File: config.mk
export PLATFORM = sky130hd
export DESIGN_NAME = serial_add_ctrl
export DESIGN_NICKNAME = d
export VERILOG_FILES = /design/src/rtl/serial_add_ctrl.sv
export SDC_FILE = /design/constraint.sdc
export NUM_CORES = 1
export LEC_CHECK = 0
export BUFFER_PORTS_ARGS = -buffer_cell sky130_fd_sc_hd__buf_2
export CORE_ASPECT_RATIO = 0.75
export CORE_MARGIN = 10
export CORE_UTILIZATION = 49
export DETAILED_ROUTE_END_ITERATION = 6
export GPL_TIMING_DRIVEN = 0
export PLACE_DENSITY_LB_ADDON = 0.15
export SYNTH_ARGS = -nofsm -noshare
export SYNTH_HDL_FRONTEND = slang
export SYNTH_SLANG_ARGS = --single-unit
File: constraint.sdc
create_clock -name clk -period 2.2 [get_ports clk]
set_clock_uncertainty 0.05 [all_clocks]
set_input_delay 0.44 -clock clk [delete_from_list [all_inputs] [get_ports clk]]
set_output_delay 0.44 -clock clk [all_outputs]
set_load 0.05 [all_outputs]
File: src/rtl/serial_add_ctrl.sv
// serial_add_ctrl: bit-serial adder controller.
// One 1-bit full-adder cell is reused over WIDTH clock cycles to form
// {cout,sum} = a + b + cin. The cell works LSB first, and the carry goes
// back into the cell through a register. The operands are held in shift
// registers that move right by one bit on every RUN cycle. Each new sum
// bit enters at the MSB of a sum shift register. On the final bit the
// completed word is copied to the held outputs.

module serial_add_ctrl #(
   parameter int WIDTH = 8,
   parameter int CNTW  = $clog2(WIDTH)
) (
   input  logic             clk,
   input  logic             rst,
   input  logic             start,
   input  logic [WIDTH-1:0] a,
   input  logic [WIDTH-1:0] b,
   input  logic             cin,
   output logic             busy,
   output logic             done,
   output logic [WIDTH-1:0] sum,
   output logic             cout
);

   typedef enum logic [1:0] {
      IDLE = 2'd0,
      RUN  = 2'd1,
      DONE = 2'd2
   } state_t;

   // Bit index that is processed on the final RUN edge.
   localparam logic [CNTW-1:0] LAST = CNTW'(WIDTH - 1);

   state_t           state;
   state_t           next_state;
   logic [WIDTH-1:0] sh_a;
   logic [WIDTH-1:0] sh_b;
   logic [WIDTH-1:0] sh_s;
   logic             carry;
   logic [CNTW-1:0]  cnt;
   logic             fa_s;
   logic             fa_co;
   logic             last_bit;
   logic [WIDTH-1:0] sum_next;

   // The shared full-adder cell. It operates on the current LSBs and the fed-back carry.
   always_comb begin
      fa_s  = sh_a[0] ^ sh_b[0] ^ carry;
      fa_co = (sh_a[0] & sh_b[0]) | (sh_a[0] & carry) | (sh_b[0] & carry);
   end

   // sum_next is the sum shift register after this cycle's bit has been inserted.
   // last_bit marks the cycle in which the MSB is processed.
   always_comb begin
      sum_next = {fa_s, sh_s[WIDTH-1:1]};
      last_bit = (cnt == LAST);
   end

   // State register. Reset abandons any add that is in progress.
   always_ff @(posedge clk or posedge rst) begin
      if (rst) begin
         state <= IDLE;
      end else begin
         state <= next_state;
      end
   end

   // Next-state logic. Codes that are not used go back to IDLE.
   // A start during RUN or DONE is ignored.
   always_comb begin
      next_state = IDLE;
      case (state)
         IDLE:    next_state = start ? RUN : IDLE;
         RUN:     next_state = last_bit ? DONE : RUN;
         DONE:    next_state = IDLE;
         default: next_state = IDLE;
      endcase
   end

   // Datapath. Operands are captured on an accepted start, then one bit is added per
   // RUN cycle. The visible result changes only on the edge that enters DONE.
   always_ff @(posedge clk or posedge rst) begin
      if (rst) begin
         sh_a  <= '0;
         sh_b  <= '0;
         sh_s  <= '0;
         carry <= 1'b0;
         cnt   <= '0;
         sum   <= '0;
         cout  <= 1'b0;
      end else begin
         case (state)
            IDLE: begin
               if (start) begin
                  sh_a  <= a;
                  sh_b  <= b;
                  carry <= cin;
                  cnt   <= '0;
               end
            end
            RUN: begin
               sh_a  <= sh_a >> 1;
               sh_b  <= sh_b >> 1;
               sh_s  <= sum_next;
               carry <= fa_co;
               if (last_bit) begin
                  cnt  <= '0;
                  sum  <= sum_next;
                  cout <= fa_co;
               end else begin
                  cnt <= cnt + CNTW'(1);
               end
            end
            default: begin
            end
         endcase
      end
   end

   // Status outputs come only from the state register, so no input reaches them combinationally.
   always_comb begin
      busy = (state != IDLE);
      done = (state == DONE);
   end

endmodule

# Yosys cells after proc, flatten, opt, wreduce, memory -nomap -nowiden
# Cells that the tools add are included.
# W data, S select, Z words.
[totals] out_inout_bits=11 word_cells=37 register_bits=39 romBits=0 ram_bits=0 in_bits=20 mem_count=0 latch_bits=0
[classes] bitwise_logic=7 eq_ne=4 mux=12 n_mul=0 n_div=0 n_reduce_logical=5 magnitude_cmp=0 n_addsub=1 n_shift=0
[op_table] cell="$pmux W8 S2" count=2
[op_table] cell="$mux W8" count=2
[op_table] cell="$mux W3" count=2
[op_table] cell="$pmux W3 S2" count=1
[op_table] cell="$pmux W2 S2" count=1
[op_table] cell="$reduce_and A2 Y1" count=2
[op_table] cell="$reduce_bool A2 Y1" count=2
[op_table] cell="$add A3 B1 Y3 const B" count=1
[op_table] cell="$and A1 B1 Y1" count=3
[op_table] cell="$eq A3 B3 Y1 const B" count=1
[op_table] cell="$eq A2 B1 Y1 const B" count=1
[op_table] cell="$eq A2 B2 Y1 const B" count=1
[op_table] cell="$logic_not A2 Y1" count=1
[op_table] cell="$mux W1" count=2
[op_table] cell="$mux W2" count=1
[op_table] cell="$ne A2 B2 Y1 const B" count=1
[op_table] cell="$or A1 B1 Y1" count=2
[op_table] cell="$pmux W1 S2" count=1
[op_table] cell="$xor A1 B1 Y1" count=2

# Logic depth before layout (Yosys ltp)
[logic_depth] ltp_word=4 mapped_depth=5 mapped_depth_nobuf=4

# Least setup slack after synthesis
# OpenSTA, ideal clock, no wires.
[synth_timing] path_kind="register to output" startpoint="register state[1]" endpoint="output done" path_slack_ns=0.246 path_buffers=2 path_stages_with_launch=4 arrival_ns=1.464 path_cell_list="dfrtp_1 -> buf_6 -> clkbuf_1 -> nor2b_1"
[synth_via] elab_chain_len=1
[synth_lines] item="from (decl)" line="34" rtl="state_t state;"
[synth_lines] item="from (signal assigned)" line="64" rtl="state <= next_state;"
[synth_lines] item="$eq A2 B2 Y1" line="123" rtl="done = (state == DONE);"
[synth_lines] item="to (decl)" line="20" rtl="output logic done,"
# Every way passes these cells.

# Worst setup path after layout
[layout_timing] startpoint="register state[0]" endpoint="output busy"
[layout_via] elab_chain_len=1
[layout_lines] item="$reduce_bool A2 Y1" line="122" rtl="busy = (state != IDLE);"
[layout_lines] item="to (decl)" line="19" rtl="output logic busy,"
# Every way passes these cells.

==> results by group <==
Drt
  • Drc violations: 0
  • Wire per inst: ~16 µm
  • DRT Wirelength: 3580 µm
  • Via count: 1211
  • Initial drt markers: 98
  • Detailed-router iteration count before antenna repair: 6
  • Vias/cell: 5.50
  • Post-route ant nets: 0

STA
  • Slew headroom: 0.591
  • Max Slew Vio Count: 0
  • Final Setup Violations: 0
  • Final Hold Viols: 0
  • Highest clock rate: 0.508 GHz
  • RSZ-0062 raised after global routing: false
  • Hold_ws: 0.169 ns
  • Worst-margin pin slew: 0.613 ns
  • Tmin final: 1.97 ns
  • Final worst-path cycle share: 0.895
  • Post-route setup TNS: 0 ns

Clock tree
  • Insertion delay to the later sink of the worst-skew pair: about 0.29 ns
  • Bufs on Longest Clock Path: 2
  • Num CTS Buffers: 5
  • Clk sink count: 38
  • Clock root buffer: clkbuf_8
  • Clock-pin slew of the registers on the worst-case setup and hold paths: 0.07 ns
  • CTS tree: done
  • CTS H-tree depth: 2
  • Post-CTS sizing: 0

Layout
  • Ant diodes: 0
  • Nets: about 200
  • Post-route cell area: 2070 µm²
  • Ratio of cells with drive above 1 in the final layout: 0.356
  • Fillers: 260
  • Layout area overhead: 19.2%

Global route
  • Initial antenna violation count: 0
  • Vias in the first global route: about 1300
  • GRT overflow: 0
  • Global-route wire length before repair: 6190 µm
  • Largest net degree at the start of global routing: 26
  • Total track usage: 0.123

Synthesis
  • Syn Nets: 165
  • Syn Inst Count: approximately 140
  • Avg Cell Area, Syn: 12.2 µm²
  • Cell Area, Synth: about 1700 µm²
  • Sequential fraction of the synthesis area: 0.548
  • Synth unique cells: 22
  • Synth warn: 0
  • Synthesis-stage register bit count: 38

Critical path
  • Worst Setup Start Kind: register
  • Cell-by-cell trace of the critical path: buf_2 -> nor2_1 -> inv_1 -> buf_2
  • Slowest-stage cell, CP: dfrtp_1
  • CP Max Fanout: 10
  • Crit path DAT: 1.48 ns
  • CP endpoint kind: output port
  • Crit path top cell by count: buf_2
  • Setup CP Type: register to output port
  • CP max stage delay: about 0.37 ns
  • Worst Path Required: 1.71 ns
  • R2R cell count: 5

Power
  • Seq pwr share: 0.376
  • Switch share: 0.388
  • Pleak: roughly 0.96 nW
  • Logic pwr share: 0.445
  • Clock Power Share: 0.179
  • Psw: between 1 and 1.5 mW
  • PD cells: 1550 nW/µm²
  • Worst VDD drop: 0.841 mV
  • Internal power: 1.96 mW

Placed design
  • Final HPWL DP: 2590 µm
  • Post-DP Area: 1960 µm²
  • Placer Congestion: roughly 0.81
  • IO buf count: 30

Min path
  • Hold Crit Class: input port to asynchronous set/reset pin

Floorplanning
  • Core footprint: 3360 µm²
  • DIE WIDTH: roughly 90 µm
  • Row cnt: 18
  • Number of I/O pins: 31
  • Die footprint: 6350 µm²
  • Die Ht: 71.6 µm
  • Starting Density: 0.518

Run status
  • Status: complete, no violations

Run
  • Max-cap violation count: 0
synth_stat cells:
cell      count  area share
a21oi_1       1      0.0029
a221oi_1     10       0.050
a221oi_2      1      0.0086
a222oi_1      4       0.023
a22o_1        3       0.015
a32o_1        2       0.012
buf_2         3      0.0086
buf_6         5       0.032
clkbuf_1      4      0.0086
dfrtp_1      38        0.55
fa_1          1       0.012
ha_1          2       0.014
inv_1        18       0.039
mux2_1        1      0.0065
mux2_2       15       0.097
nand2b_1      2      0.0072
nand3b_1      1      0.0043
nor2_1       13       0.028
nor2b_1       5       0.018
nor2b_2       1      0.0050
nor4b_1      11       0.055
o21bai_1      1      0.0043
cell families after synthesis:
logic type               share of synthesized area
buffers and inverters                       0.0886
flip-flops                                   0.548
multiplexers                                 0.104
adder cells (fa/ha/maj)                     0.0259
AO/OA/AOI/OAI                                0.116
AND/OR/NAND/NOR                              0.118
layer usage:
metal	wire [µm]	global-route usage
met3	261	0.0475
met2	1590	0.185
met1	1700	0.160
met4	27	0.0376
met5	0	0
worst max-delay path, delay by kind of cell (launching register included):
kind | cells | cell delay [ns]
and+or+nand+nor | 1 | 0.36
DFF | 1 | 0.37
buffers and inverters | 3 | 0.47
registers in the layout (all words and copies together) (netlist names):
name / cells
state: 2
cout: 1
carry: 1
cnt: 3
sum: 8
sh_s: 7
sh_a: 8
sh_b: 8
through the flow:
stage               power, mW  setup WS (ns)  std cells  utilization
finish                   3.20          0.230        220        0.617
global route             3.44         0.0786        220        0.617
CTS                      3.24          0.105        221        0.618
detailed placement       2.65          0.439        213        0.585
global placement         2.58          0.383        212        0.577
floorplan                2.32          0.246        142            -
final cells by class:
| cell class | count | area, µm² | share of cell area |
|---|---|---|---|
| timing repair buffer | 31 | 178 | 0.0859 |
| inverter | 18 | 67.6 | 0.0326 |
| tap | 40 | 50.0 | 0.0242 |
| multi-input combinational | 74 | 632 | 0.305 |
| clock inverter | 3 | 40.0 | 0.0193 |
| buffer | 11 | 82.6 | 0.0399 |
| clock buffer | 5 | 68.8 | 0.0333 |
| sequential | 38 | 951 | 0.459 |
cell usage in the layout (no fill, tap or decap), drive strengths merged:
cell and instances:
mux2 16, clkinv 2, nor4b 11, inv 18, a21oi 1, a22o 3
ha 2, o21bai 1, dfrtp 38, nand2b 2, a222oi 4, clkbuf 8
a221oi 11, nand3b 1, fa 1, a32o 2, bufinv 1, buf 39
nor2b 6, nor2 13
power by group through the flow:
stage / logic, mW / registers, mW / clock network [mW]
after floorplan: 0.862 / 1.45 / 0
after global placement: 1.38 / 1.20 / 0
after detailed placement: 1.43 / 1.22 / 0
after CTS: 1.44 / 1.21 / 0.591
after global routing: 1.57 / 1.25 / 0.621
final: 1.42 / 1.21 / 0.571
worst paths after layout:
check,start,endpoint,slack [ns]
max,state[0]$_DFF_PP0_,busy,0.23
min,rst,sh_b[4]$_DFFE_PP0P_,0.17
max reg2reg,cnt[0]$_DFFE_PP0P_,sum[6]$_DFFE_PP0P_,0.49
min reg2reg,sum[4]$_DFFE_PP0P_,sum[4]$_DFFE_PP0P_,0.45
max in group asynchronous,rst,sh_a[1]$_DFFE_PP0P_,1.40
min in group clk,a[7],sh_a[7]$_DFFE_PP0P_,0.37
repair_timing:
action / in CTS / in global routing
endpoints found under the hold margin: 0 / 0
buffers inserted: 0 / 0
hold buffers: 0 / 0
endpoints found under the setup margin: 0 / 1
No activity file was read; power rests on OpenSTA's default activity.
